File: src/rtl/cpu_pkg.sv
// Shared CPU/memory definitions: default bus widths and the read-return tag encoding.
package cpu_pkg;
    localparam int AW_DEF = 16;
    localparam int DW_DEF = 16;

    typedef logic [1:0] tag_t;

    localparam tag_t TAG_NONE  = 2'd0;
    localparam tag_t TAG_LD    = 2'd1;
    localparam tag_t TAG_DATA  = 2'd2;
    localparam tag_t TAG_FETCH = 2'd3;
endpackage

File: src/rtl/mem_arbiter_if.sv
// Request/grant/return bundle between the loader, CPU data and fetch ports, the arbiter and the memory.
interface mem_arbiter_if
    import cpu_pkg::*;
#(
    parameter int AW = AW_DEF,
    parameter int DW = DW_DEF
) ();
    logic          ld_req;
    logic          ld_we;
    logic [AW-1:0] ld_addr;
    logic [DW-1:0] ld_wdata;
    logic          ld_gnt;
    logic          ld_rvalid;
    logic [DW-1:0] ld_rdata;

    logic          d_req;
    logic          d_we;
    logic [AW-1:0] d_addr;
    logic [DW-1:0] d_wdata;
    logic          d_gnt;
    logic          d_rvalid;
    logic [DW-1:0] d_rdata;

    logic          f_req;
    logic [AW-1:0] f_addr;
    logic          f_gnt;
    logic          f_rvalid;
    logic [DW-1:0] f_rdata;

    logic          mem_en;
    logic          mem_we;
    logic [AW-1:0] mem_addr;
    logic [DW-1:0] mem_wdata;
    logic [DW-1:0] mem_rdata;

    // Arbiter side
    modport slave (
        input  ld_req, ld_we, ld_addr, ld_wdata,
        input  d_req, d_we, d_addr, d_wdata,
        input  f_req, f_addr,
        input  mem_rdata,
        output ld_gnt, ld_rvalid, ld_rdata,
        output d_gnt, d_rvalid, d_rdata,
        output f_gnt, f_rvalid, f_rdata,
        output mem_en, mem_we, mem_addr, mem_wdata
    );

    // Requester/memory side
    modport master (
        output ld_req, ld_we, ld_addr, ld_wdata,
        output d_req, d_we, d_addr, d_wdata,
        output f_req, f_addr,
        output mem_rdata,
        input  ld_gnt, ld_rvalid, ld_rdata,
        input  d_gnt, d_rvalid, d_rdata,
        input  f_gnt, f_rvalid, f_rdata,
        input  mem_en, mem_we, mem_addr, mem_wdata
    );
endinterface

File: src/rtl/arb_tag_pipe.sv
// MEM_LAT-deep shift register of read-return tags, aligned with the memory read latency.
module arb_tag_pipe
    import cpu_pkg::*;
#(
    parameter int MEM_LAT = 1
) (
    input  logic clk,
    input  logic clear,
    input  tag_t tag_in,
    output tag_t tag_out
);
    tag_t tag_p [MEM_LAT];

    always_ff @(posedge clk) begin
        if (clear) begin
            for (int i = 0; i < MEM_LAT; i++) tag_p[i] <= TAG_NONE;
        end else begin
            tag_p[0] <= tag_in;
            for (int i = 1; i < MEM_LAT; i++) tag_p[i] <= tag_p[i-1];
        end
    end

    assign tag_out = tag_p[MEM_LAT-1];
endmodule

File: src/rtl/mem_arbiter.sv
// Single-port memory arbiter for loader, CPU data and fetch ports, with fetch starvation
// promotion and tag-routed read return.
module mem_arbiter
    import cpu_pkg::*;
#(
    parameter int MEM_LAT      = 1,
    parameter int STARVE_LIMIT = 8,
    parameter int AW           = AW_DEF,
    parameter int DW           = DW_DEF
) (
    input  logic         clk,
    input  logic         clear,
    mem_arbiter_if.slave bus
);
    logic [3:0]    starve_cnt;
    logic          promoted;
    logic          gnt_ld;
    logic          gnt_d;
    logic          gnt_f;
    tag_t          tag_in;
    tag_t          tag_out;
    logic [DW-1:0] ld_hold;
    logic [DW-1:0] d_hold;
    logic [DW-1:0] f_hold;
    logic [AW-1:0] sel_addr;
    logic [DW-1:0] sel_wdata;
    logic          sel_we;

    assign promoted = (STARVE_LIMIT != 0) && (int'(starve_cnt) >= STARVE_LIMIT);

    // Grant decode: promoted fetch jumps ahead of the loader; clear masks every grant
    always_comb begin
        gnt_ld = 1'b0;
        gnt_d  = 1'b0;
        gnt_f  = 1'b0;
        if (!clear) begin
            if (promoted && bus.f_req) gnt_f  = 1'b1;
            else if (bus.ld_req)       gnt_ld = 1'b1;
            else if (bus.d_req)        gnt_d  = 1'b1;
            else if (bus.f_req)        gnt_f  = 1'b1;
        end
    end

    always_comb begin
        sel_we    = 1'b0;
        sel_addr  = '0;
        sel_wdata = '0;
        tag_in    = TAG_NONE;
        if (gnt_ld) begin
            sel_we    = bus.ld_we;
            sel_addr  = bus.ld_addr;
            sel_wdata = bus.ld_wdata;
            tag_in    = bus.ld_we ? TAG_NONE : TAG_LD;
        end else if (gnt_d) begin
            sel_we    = bus.d_we;
            sel_addr  = bus.d_addr;
            sel_wdata = bus.d_wdata;
            tag_in    = bus.d_we ? TAG_NONE : TAG_DATA;
        end else if (gnt_f) begin
            sel_addr  = bus.f_addr;
            tag_in    = TAG_FETCH;
        end
    end

    assign bus.ld_gnt    = gnt_ld;
    assign bus.d_gnt     = gnt_d;
    assign bus.f_gnt     = gnt_f;
    assign bus.mem_en    = gnt_ld | gnt_d | gnt_f;
    assign bus.mem_we    = sel_we;
    assign bus.mem_addr  = sel_addr;
    assign bus.mem_wdata = sel_wdata;

    always_ff @(posedge clk) begin
        if (clear) begin
            starve_cnt <= '0;
        end else if (bus.f_req && !gnt_f) begin
            if (starve_cnt != 4'hF) starve_cnt <= starve_cnt + 4'd1;
        end else begin
            starve_cnt <= '0;
        end
    end

    arb_tag_pipe #(.MEM_LAT(MEM_LAT)) u_tag_pipe (
        .clk     (clk),
        .clear   (clear),
        .tag_in  (tag_in),
        .tag_out (tag_out)
    );

    // Return stage: tag at the pipe output selects which port sees mem_rdata
    always_ff @(posedge clk) begin
        if (clear) begin
            ld_hold <= '0;
            d_hold  <= '0;
            f_hold  <= '0;
        end else begin
            if (tag_out == TAG_LD)    ld_hold <= bus.mem_rdata;
            if (tag_out == TAG_DATA)  d_hold  <= bus.mem_rdata;
            if (tag_out == TAG_FETCH) f_hold  <= bus.mem_rdata;
        end
    end

    assign bus.ld_rvalid = !clear && (tag_out == TAG_LD);
    assign bus.d_rvalid  = !clear && (tag_out == TAG_DATA);
    assign bus.f_rvalid  = !clear && (tag_out == TAG_FETCH);

    assign bus.ld_rdata = clear ? '0 : (bus.ld_rvalid ? bus.mem_rdata : ld_hold);
    assign bus.d_rdata  = clear ? '0 : (bus.d_rvalid  ? bus.mem_rdata : d_hold);
    assign bus.f_rdata  = clear ? '0 : (bus.f_rvalid  ? bus.mem_rdata : f_hold);
endmodule

File: src/flat_wrapper.sv
// flat-port wrapper written by rule: the top's interface ports become plain ports
module mem_arbiter_flat import cpu_pkg::*;
#(
    parameter int MEM_LAT      = 1,
    parameter int STARVE_LIMIT = 8,
    parameter int AW           = AW_DEF,
    parameter int DW           = DW_DEF
)
  (clk, clear, bus_ld_req, bus_ld_we, bus_ld_addr, bus_ld_wdata, bus_d_req, bus_d_we, bus_d_addr, bus_d_wdata, bus_f_req, bus_f_addr, bus_mem_rdata, bus_ld_gnt, bus_ld_rvalid, bus_ld_rdata, bus_d_gnt, bus_d_rvalid, bus_d_rdata, bus_f_gnt, bus_f_rvalid, bus_f_rdata, bus_mem_en, bus_mem_we, bus_mem_addr, bus_mem_wdata);
  mem_arbiter_if #(.AW(AW), .DW(DW)) bus_i ();
  input  logic clk;
  input  logic clear;
  input wire logic [$bits(bus_i.ld_req)-1:0] bus_ld_req;
  input wire logic [$bits(bus_i.ld_we)-1:0] bus_ld_we;
  input wire logic [$bits(bus_i.ld_addr)-1:0] bus_ld_addr;
  input wire logic [$bits(bus_i.ld_wdata)-1:0] bus_ld_wdata;
  input wire logic [$bits(bus_i.d_req)-1:0] bus_d_req;
  input wire logic [$bits(bus_i.d_we)-1:0] bus_d_we;
  input wire logic [$bits(bus_i.d_addr)-1:0] bus_d_addr;
  input wire logic [$bits(bus_i.d_wdata)-1:0] bus_d_wdata;
  input wire logic [$bits(bus_i.f_req)-1:0] bus_f_req;
  input wire logic [$bits(bus_i.f_addr)-1:0] bus_f_addr;
  input wire logic [$bits(bus_i.mem_rdata)-1:0] bus_mem_rdata;
  output wire logic [$bits(bus_i.ld_gnt)-1:0] bus_ld_gnt;
  output wire logic [$bits(bus_i.ld_rvalid)-1:0] bus_ld_rvalid;
  output wire logic [$bits(bus_i.ld_rdata)-1:0] bus_ld_rdata;
  output wire logic [$bits(bus_i.d_gnt)-1:0] bus_d_gnt;
  output wire logic [$bits(bus_i.d_rvalid)-1:0] bus_d_rvalid;
  output wire logic [$bits(bus_i.d_rdata)-1:0] bus_d_rdata;
  output wire logic [$bits(bus_i.f_gnt)-1:0] bus_f_gnt;
  output wire logic [$bits(bus_i.f_rvalid)-1:0] bus_f_rvalid;
  output wire logic [$bits(bus_i.f_rdata)-1:0] bus_f_rdata;
  output wire logic [$bits(bus_i.mem_en)-1:0] bus_mem_en;
  output wire logic [$bits(bus_i.mem_we)-1:0] bus_mem_we;
  output wire logic [$bits(bus_i.mem_addr)-1:0] bus_mem_addr;
  output wire logic [$bits(bus_i.mem_wdata)-1:0] bus_mem_wdata;
  assign bus_i.ld_req = bus_ld_req;
  assign bus_i.ld_we = bus_ld_we;
  assign bus_i.ld_addr = bus_ld_addr;
  assign bus_i.ld_wdata = bus_ld_wdata;
  assign bus_i.d_req = bus_d_req;
  assign bus_i.d_we = bus_d_we;
  assign bus_i.d_addr = bus_d_addr;
  assign bus_i.d_wdata = bus_d_wdata;
  assign bus_i.f_req = bus_f_req;
  assign bus_i.f_addr = bus_f_addr;
  assign bus_i.mem_rdata = bus_mem_rdata;
  assign bus_ld_gnt = bus_i.ld_gnt;
  assign bus_ld_rvalid = bus_i.ld_rvalid;
  assign bus_ld_rdata = bus_i.ld_rdata;
  assign bus_d_gnt = bus_i.d_gnt;
  assign bus_d_rvalid = bus_i.d_rvalid;
  assign bus_d_rdata = bus_i.d_rdata;
  assign bus_f_gnt = bus_i.f_gnt;
  assign bus_f_rvalid = bus_i.f_rvalid;
  assign bus_f_rdata = bus_i.f_rdata;
  assign bus_mem_en = bus_i.mem_en;
  assign bus_mem_we = bus_i.mem_we;
  assign bus_mem_addr = bus_i.mem_addr;
  assign bus_mem_wdata = bus_i.mem_wdata;
  mem_arbiter #(.MEM_LAT(MEM_LAT), .STARVE_LIMIT(STARVE_LIMIT), .AW(AW), .DW(DW)) u_core (.clk(clk), .clear(clear), .bus(bus_i));
endmodule
File: config.mk
export PLATFORM = sky130hd
export DESIGN_NAME = mem_arbiter_flat
export DESIGN_NICKNAME = d
export VERILOG_FILES = /design/src/rtl/cpu_pkg.sv /design/src/rtl/mem_arbiter_if.sv /design/src/rtl/arb_tag_pipe.sv /design/src/rtl/mem_arbiter.sv /design/src/flat_wrapper.sv
export SDC_FILE = /design/constraint.sdc
export NUM_CORES = 1
export LEC_CHECK = 0
export BUFFER_PORTS_ARGS = -buffer_cell sky130_fd_sc_hd__buf_2
export CAP_MARGIN = 0
export CORE_MARGIN = 5
export CORE_UTILIZATION = 45
export DETAILED_ROUTE_END_ITERATION = 10
export HOLD_SLACK_MARGIN = 0.08
export PLACE_DENSITY_LB_ADDON = 0.25
export SLEW_MARGIN = 15
export SYNTH_ARGS = -nofsm -noshare
export SYNTH_HDL_FRONTEND = slang
export SYNTH_SLANG_ARGS = --single-unit
export TNS_END_PERCENT = 50
File: constraint.sdc
create_clock -name clk -period 5 [get_ports clk]
set_clock_uncertainty 0.2 [all_clocks]
set_input_delay 1 -clock clk [delete_from_list [all_inputs] [get_ports clk]]
set_output_delay 1 -clock clk [all_outputs]
set_load 0.01 [all_outputs]
==> reports/metrics.yaml, run 1 <==
cts:
  hold_buffers: 0
  post_cts_buffers: 0
  clk_latency_ps: 300
  root_buffer: "clkbuf_8"
  cts_tree: "done"
  htree_levels: 2
  cts.sinks: 54
  cts.clk_slew.worst_paths_ps: 90
  cts_buffer_depth: 2
  cts_resized: 0
  cts_buffers: 5
layout:
  final-seq-area_sq_um: 1080
  multiInputGateArea_sq_um: 1510
  drive_gt1_share_pct: 39.9
  fin_nets: 636
  final_cells: 606
  synthToLayoutAreaGrowth_pct: 34.8
  fillers: 567
  antenna_cells: 0
drt:
  wire_per_inst_microns: 16.1
  drc: 0
  drt_iter0_markers: 134
  drt_pass1_iterations: 4
  routed_via_density: 5.34
  totalWireLength_mm: 9.74
  ant_nets: 0
  vias: 3237
sta:
  fin_crit_sh_pct: 78.4
  hold_violations: 0
  tns_ps: 0
  grt_setup_unrepaired: "no"
  tightest_slew_ps: 1140
  timing.fmax_ghz: 0.255
  finalSetupViolations: 0
  slew_headroom_pct: 23.5
  slew_viol_final: 0
  period_minus_slack_ps: 3920
  whs_ps: 268
pwr:
  power_w: 0.000931
  max-vdd-ir-drop_mv: 0.144
  p_leak_nw: 1.83
  power.density_nw_per_um2: 245
synthesis:
  yosysSeqAreaShare_pct: 38.4
  synth.largest_area_cell: "dfxtp_1"
  synthArstFlopShare_pct: 0
  yosys_warnings: 0
  synth.top_cells.by_area: "dfxtp_1, a21oi_1, nand2_1"
  yosysMostFrequentCell: "nand2_1"
  synth_flop_cell: "dfxtp_1"
  syn_area_sq_um: 2810
  syn_nets: 469
  netlist_top_cells_count: "nand2_1, a21oi_1, dfxtp_1, a22oi_1, a22o_1"
  ys_seq_elements: 54
  avgSynthCellArea_sq_um: 7.73
  synth_top_area_share_pct: 38.4
  synth_edf_count: 0
  syn-instance-count: 364
  synth_cell_type_count: 29
global_routing:
  grt_antenna_before_repair: 0
  grt_pass1_wl_mm: 15.1
  grt_usage_pct: 24.3
  grt_max_degree: 102
  grt_pass1_vias: 3132
  overflow: 0
setup_path:
  worstPathRequired_ps: 3800
  path_class: "input pin to output port"
  crit_path_start_kind: "input pin"
  cp_max_fo: 19
  endpoint_kind: "output port"
  critPathArrivalTime_ps: 2720
floorplan:
  die_y_microns: 89.1
  die_area_sq_um: 7930
  io-pin-count: 191
  initial_utilization_pct: 47.0
  core_area_sq_um: 5990
  fp.dieW_microns: 89.1
  num_rows: 28
run_status:
  status: "finished clean"
placed_design:
  dp_cells: 599
  portBuffers: 190
  dpl.hpwl_mm: 7.72
  gp_congestion: 0.836
run:
  drv_cap: 0
hold_path:
  worstHoldPathType: "register to register"
-- through the flow --
stage,instance area [sq um],setup WS [ps],utilization [%]
6_report,3790,1080,63.3
5_1_grt,3790,956,63.3
4_1_cts,3790,1070,63.3
3_5_place_dp,3680,1080,61.4
3_3_place_gp,3680,1170,61.4
2_1_floorplan,2810,1900,-
-- worst paths after layout --
kind / start / endpoint / slack [ps] / depth (start not counted)
max: bus_f_req / bus_mem_wdata[15] / 1080 / 5
min: u_core.ld_hold[10] / u_core.ld_hold[10] / 270 / 2
max reg2reg: u_core.starve_cnt[3] / u_core.u_tag_pipe.tag_p[0][1] / 2990 / 3
min reg2reg: u_core.ld_hold[10] / u_core.ld_hold[10] / 270 / 2
-- worst max-delay path: stages --
cell and delay (ps):
buf_2 110, a21o_1 460, nor2b_2 740, a22o_1 270
buf_2 130
-- power breakdown --
| group | switching (W) | internal, W |
|---|---|---|
| combinational | 0.000108 | 0.0000804 |
| clock | 0.000134 | 0.000160 |
| sequential | 0.00000463 | 0.000443 |
-- routing by layer --
| layer | part of all wire (%) | wire, microns | GRT usage, % |
|---|---|---|---|
| met4 | 2.8 | 276 | 9.61 |
| met2 | 52 | 5080 | 44.8 |
| met5 | 0 | 0 | 0 |
| met3 | 9.5 | 923 | 7.10 |
| met1 | 36 | 3460 | 25.9 |
-- state kept, by name (all words and copies together) (netlist names) --
signal,cells
u_core.d_hold,16
u_core.f_hold,16
u_core.ld_hold,16
u_core.starve_cnt,4
u_core.u_tag_pipe.tag_p,2
-- cell type report --
cell class	count	share of cell area (%)
Clock buffer	6	2.18
Multi-Input combinational cell	272	39.9
Timing Repair Buffer	193	25.7
Tap cell	75	2.47
Sequential cell	54	28.5
Inverter	5	0.495
Clock inverter	1	0.792
-- cells in the final DEF (no fill, tap or decap), drive strengths merged --
cell,instances
a22oi,17
o2bb2ai,16
nand3,2
ha,2
or3,1
nand2b,2
nand3b,2
nor3b,1
clkbuf,6
inv,5
a22o,16
dfxtp,54
nand2,97
nor2,9
o21ai,1
nor2b,4
buf,193
and2,1
a21o,3
mux2i,1
a21oi,96
o21ba,1
bufinv,1
-- cells by family (layout without fill, tap and decap cells) --
kind of cell | count (synthesis) | in the layout | synth area share, %
buffers and inverters | 38 | 205 | 7.83
adder cells (fa/ha/maj) | 2 | 2 | 0.889
AO/OA/AOI/OAI | 150 | 150 | 34.9
flip-flops | 54 | 54 | 38.4
multiplexers | 1 | 1 | 0.356
AND/OR/NAND/NOR | 119 | 119 | 17.6
Power figures use the tool's default switching activity.
==> inputs of run 2 (changes only) <==
CORE_UTILIZATION = 38   (was 45)
clock period = 3.5 ns   (was 5 ns; I/O delays follow)
==> run 2 against run 1 <==
Cell count is 4.8% higher; utilization fell by 10 points; wire length increased by 6.3%; clock-buffer cell count did not move; global-route usage fell by 2.9 points; critical path type unchanged; non-clock buffer count increased by 5; via count up 0.34%; flip-flop and latch count did not move; sequential share of layout area shrank 0.26 points; sequential power grew 43%; worst setup slack got worse by 410 ps; first-iteration DRC count increased by 6.0%.
==> reports/metrics.yaml, run 2 (synthesis results as in run 1) <==
pwr:
  p_leak_nw: 1.83
  max-vdd-ir-drop_mv: 0.170
  power.density_nw_per_um2: 326
  power_w: 0.00125
sta:
  fin_crit_sh_pct: 81.0
  period_minus_slack_ps: 2840
  slew_viol_final: 0
  tns_ps: 0
  grt_setup_unrepaired: "no"
  finalSetupViolations: 0
  timing.fmax_ghz: 0.353
  tightest_slew_ps: 910
  hold_violations: 0
  slew_headroom_pct: 39.3
setup_path:
  crit_path_start_kind: "input pin"
  startpoint: "bus_f_req"
  cp.depth: 6
  endpoint: "bus_mem_wdata[12]"
  crit_top_cell: "buf_2"
  critical_path.top_delay_family: "buffers and inverters"
  crit_path_cell_trace: "buf_2, a21o_1, buf_4, nor2_4, a22o_1, buf_2"
  rrSetupSlack_ps: 1870
  r2r_end: "u_core.f_hold[13]"
  rr_startpoint: "u_core.u_tag_pipe.tag_p[0][1]"
  crit_path_max_incr_delay_ps: 370
  cpMaxStageDelayCell: "nor2_4"
  path_class: "input pin to output port"
  critPathArrivalTime_ps: 1940
  rr_worst_depth: 3
  worstPathRequired_ps: 2600
  endpoint_kind: "output port"
  cp_max_fo: 19
  critPathBufInv: 3
layout:
  antenna_cells: 0
  multiInputGateArea_sq_um: 1510
  final-seq-area_sq_um: 1080
  fin_nets: 641
  final_common_cell: "buf_2"
  synthToLayoutAreaGrowth_pct: 36.0
  largestRegisters: "u_core.d_hold x16, u_core.f_hold x16, u_core.ld_hold x16"
  layout_common_cells: "buf_2, nand2_1, a21oi_1"
  drive_gt1_share_pct: 40.3
  fillers: 751
drt:
  drc: 0
  drt_pass1_iterations: 4
  wire_per_inst_microns: 16.3
  routed_via_density: 5.11
  vias: 3248
  totalWireLength_mm: 10.4
  drt_iter0_markers: 142
  ant_nets: 0
cts:
  root_buffer: "clkbuf_8"
  cts_resized: 0
  cts_tree: "done"
  hold_buffers: 0
  cts.sinks: 54
  htree_levels: 2
  cts_buffer_depth: 2
  clk_latency_ps: 300
  post_cts_buffers: 0
  cts_buffers: 5
  cts.clk_slew.worst_paths_ps: 90
run:
  drv_cap: 0
floorplan:
  io-pin-count: 191
  die_y_microns: 96.1
  initial_utilization_pct: 39.0
  die_area_sq_um: 9230
  fp.dieW_microns: 96.1
  core_area_sq_um: 7210
  num_rows: 31
global_routing:
  grt_max_degree: 101
  grt_antenna_before_repair: 0
  grt_usage_pct: 21.4
  overflow: 0
  grt_pass1_wl_mm: 15.2
  grt_pass1_vias: 3099
hold_path:
  worstHoldPathType: "register to register"
run_status:
  status: "finished clean"
placed_design:
  portBuffers: 190
  dpl.hpwl_mm: 8.23
  gp_congestion: 0.878
-- run 2: final cells by class --
class	instances	share of cell area [%]
multi-input cells	272	39.5
well taps	99	3.24
flip-flops and latches	54	28.2
inverters	5	0.490
repair buffers	198	26.4
clock inverters	1	0.196
clock buffers	6	1.90
-- run 2: worst min-delay path by stage --
stage	cells after the start	end	slack (ps)	startpoint
after floorplan	1	u_core.starve_cnt[0]	230	u_core.starve_cnt[0]
after global placement	2	u_core.ld_hold[9]	250	u_core.ld_hold[9]
after detailed placement	2	u_core.ld_hold[1]	260	u_core.ld_hold[1]
after CTS	2	u_core.ld_hold[1]	270	u_core.ld_hold[1]
after global routing	2	u_core.d_hold[3]	280	u_core.d_hold[3]
final	2	u_core.ld_hold[1]	270	u_core.ld_hold[1]
-- run 2: metal layers --
| metal | part of all wire, % | track usage, % |
|---|---|---|
| met4 | 3.5 | 9.24 |
| met5 | 0 | 0 |
| met1 | 37 | 22.7 |
| met3 | 8.1 | 6.41 |
| met2 | 51 | 38.8 |
-- run 2: per-stage QoR --
step	setup slack (ps)	hold slack [ps]	instance area (sq um)	util, %	std cells
2_1_floorplan	1000	230	2810	-	364
3_3_place_gp	684	249	3750	51.9	628
3_5_place_dp	665	256	3750	51.9	628
4_1_cts	659	269	3830	53.1	635
5_1_grt	555	284	3830	53.1	635
6_report	665	267	3830	53.1	635
-- run 2: power by group --
group          total (W)  internal, W  switching [W]
logic           0.000278     0.000119       0.000160
registers       0.000640     0.000633     0.00000676
clock network   0.000330     0.000138       0.000192
total            0.00125     0.000890       0.000359
-- run 2: tightest hold or removal path, cell delays in order (launching register included) --
cell     delay, ps
dfxtp_1        310
nand2_1         60
a21oi_1         60
==> inputs of run 3 (changes only) <==
CORE_UTILIZATION = 42   (was 38)
clock period = 2.8 ns   (was 3.5 ns; I/O delays follow)
==> run 3 against run 2 <==
Flip-flop and latch count stayed put; register-to-register slack worse by 630 ps; clock-buffer cell count is 1 higher; highest routed layer is now met5.
==> reports/metrics.yaml, run 3 (synthesis results as in run 1) <==
run:
  drv_cap: 0
setup_path:
  crit_path_start_kind: "register"
  worstPathRequired_ps: 2040
  rr_worst_depth: 3
  cpMaxStageDelayCell: "dfxtp_1"
  crit_path_max_incr_delay_ps: 410
  crit_path_cell_trace: "nor2b_1, buf_4, nand2_1, a21oi_1, buf_2"
  endpoint_kind: "output port"
  r2r_end: "u_core.ld_hold[0]"
  rr_startpoint: "u_core.u_tag_pipe.tag_p[0][1]"
  cp_max_fo: 11
  critPathArrivalTime_ps: 1780
  path_class: "register to output port"
  rrSetupSlack_ps: 1240
sta:
  grt_setup_unrepaired: "no"
  tightest_slew_ps: 659
  whs_ps: 268
  tns_ps: 0
  slew_headroom_pct: 56.1
  timing.fmax_ghz: 0.394
  hold_violations: 0
  fin_crit_sh_pct: 90.5
  slew_viol_final: 0
  finalSetupViolations: 0
  period_minus_slack_ps: 2540
floorplan:
  initial_utilization_pct: 43.8
  core_area_sq_um: 6420
  die_area_sq_um: 8440
  die_y_microns: 91.9
  io-pin-count: 191
  fp.dieW_microns: 91.9
  num_rows: 29
placed_design:
  dpl.hpwl_mm: 8.03
  gp_congestion: 0.826
  portBuffers: 190
  place_area_sq_um: 3750
layout:
  synthToLayoutAreaGrowth_pct: 37.2
  antenna_cells: 0
  largestRegisters: "u_core.d_hold x16, u_core.f_hold x16, u_core.ld_hold x16"
  layout_common_cells: "buf_2, nand2_1, a21oi_1"
  final-seq-area_sq_um: 1080
  drive_gt1_share_pct: 40.9
  final_area_sq_um: 3860
  multiInputGateArea_sq_um: 1510
  fillers: 611
  fin_nets: 644
  final_common_cell: "buf_2"
cts:
  cts.sinks: 54
  clk_latency_ps: 300
  cts_buffer_depth: 2
  cts_tree: "done"
  cts.clk_slew.worst_paths_ps: 80
  cts_resized: 0
  hold_buffers: 0
  root_buffer: "clkbuf_8"
  htree_levels: 2
  cts_buffers: 5
  post_cts_buffers: 0
hold_path:
  worst_hold_path.endpoint: "u_core.d_hold[3]"
  hold_depth: 2
  worstHoldPathType: "register to register"
  hold_start: "u_core.d_hold[3]"
pwr:
  p_sw_w: 0.000450
  pwr-share-seq_pct: 49.4
  p_int_w: 0.00117
  power.density_nw_per_um2: 420
  p_sw_share_pct: 27.8
  p_clk_share_pct: 29.2
  max-vdd-ir-drop_mv: 0.226
  p_leak_nw: 1.87
  power_frac_comb_pct: 21.5
drt:
  totalWireLength_mm: 9.90
  wire_per_inst_microns: 16.0
  drt_pass1_iterations: 4
  routed_via_density: 5.24
  drt_iter0_markers: 142
  vias: 3236
  ant_nets: 0
  drc: 0
global_routing:
  grt_antenna_before_repair: 2
  grt_pass1_wl_mm: 15.2
  grt_pass1_vias: 3127
  overflow: 0
  grt_usage_pct: 22.5
  grt_max_degree: 101
run_status:
  status: "finished clean"
-- run 3: changes by cell type in the layout (fill, tap and decap cells not counted), sizes merged --
cell / delta
clkinv: +1
buf: +3
clkinvlp: -1
clkbuf: +1
-- run 3: worst max path at each step --
stage / slack, ps / endpoint / start
after global routing: 20 / bus_d_rdata[5] / u_core.u_tag_pipe.tag_p[0][1]
after global placement: 390 / bus_mem_wdata[10] / bus_ld_req
after CTS: 250 / bus_d_rdata[1] / u_core.u_tag_pipe.tag_p[0][0]
after floorplan: 580 / bus_mem_addr[10] / bus_ld_req
final: 260 / bus_d_rdata[5] / u_core.u_tag_pipe.tag_p[0][1]
after detailed placement: 340 / bus_mem_wdata[13] / bus_ld_req
-- run 3: power groups by stage --
stage	clock network (W)	logic, W	registers [W]
finish	0.000473	0.000348	0.000800
global route	0.000518	0.000382	0.000803
CTS	0.000490	0.000350	0.000800
detailed placement	0	0.000349	0.000818
global placement	0	0.000343	0.000817
floorplan	0	0.000188	0.000815
-- run 3: per-layer routing --
layer  vias to the layer above  GRT usage (%)  wire length [microns]
met2                       140           40.8                   4980
met1                      1433           22.9                   3540
met4                         4           9.65                    367
met3                        29           9.00                   1000
li1                       1630              -                      -
met5                         -              0                     14
-- run 3: layout make-up --
class,instances,share of cell area (%)
sequential,54,28.0
clock inverter,1,0.227
clock buffer,7,2.50
tap,77,2.50
multi-input combinational,272,39.2
inverter,5,0.486
timing repair buffer,201,27.1
-- run 3: metrics by stage --
step	cells	power [W]	worst slack, ps	utilization (%)
floorplan	364	0.00100	582	-
global placement	609	0.00116	391	58.5
detailed placement	609	0.00117	344	58.5
CTS	617	0.00164	245	60.1
global route	617	0.00170	23.2	60.1
finish	617	0.00162	265	60.1
-- run 3: worst max-delay path, delay by kind of cell, from the launching register on --
kind                   cells  cell delay [ps]
AO/OA/AOI/OAI              1              200
buffers and inverters      2              430
flip-flops                 1              410
AND/OR/NAND/NOR            2              430
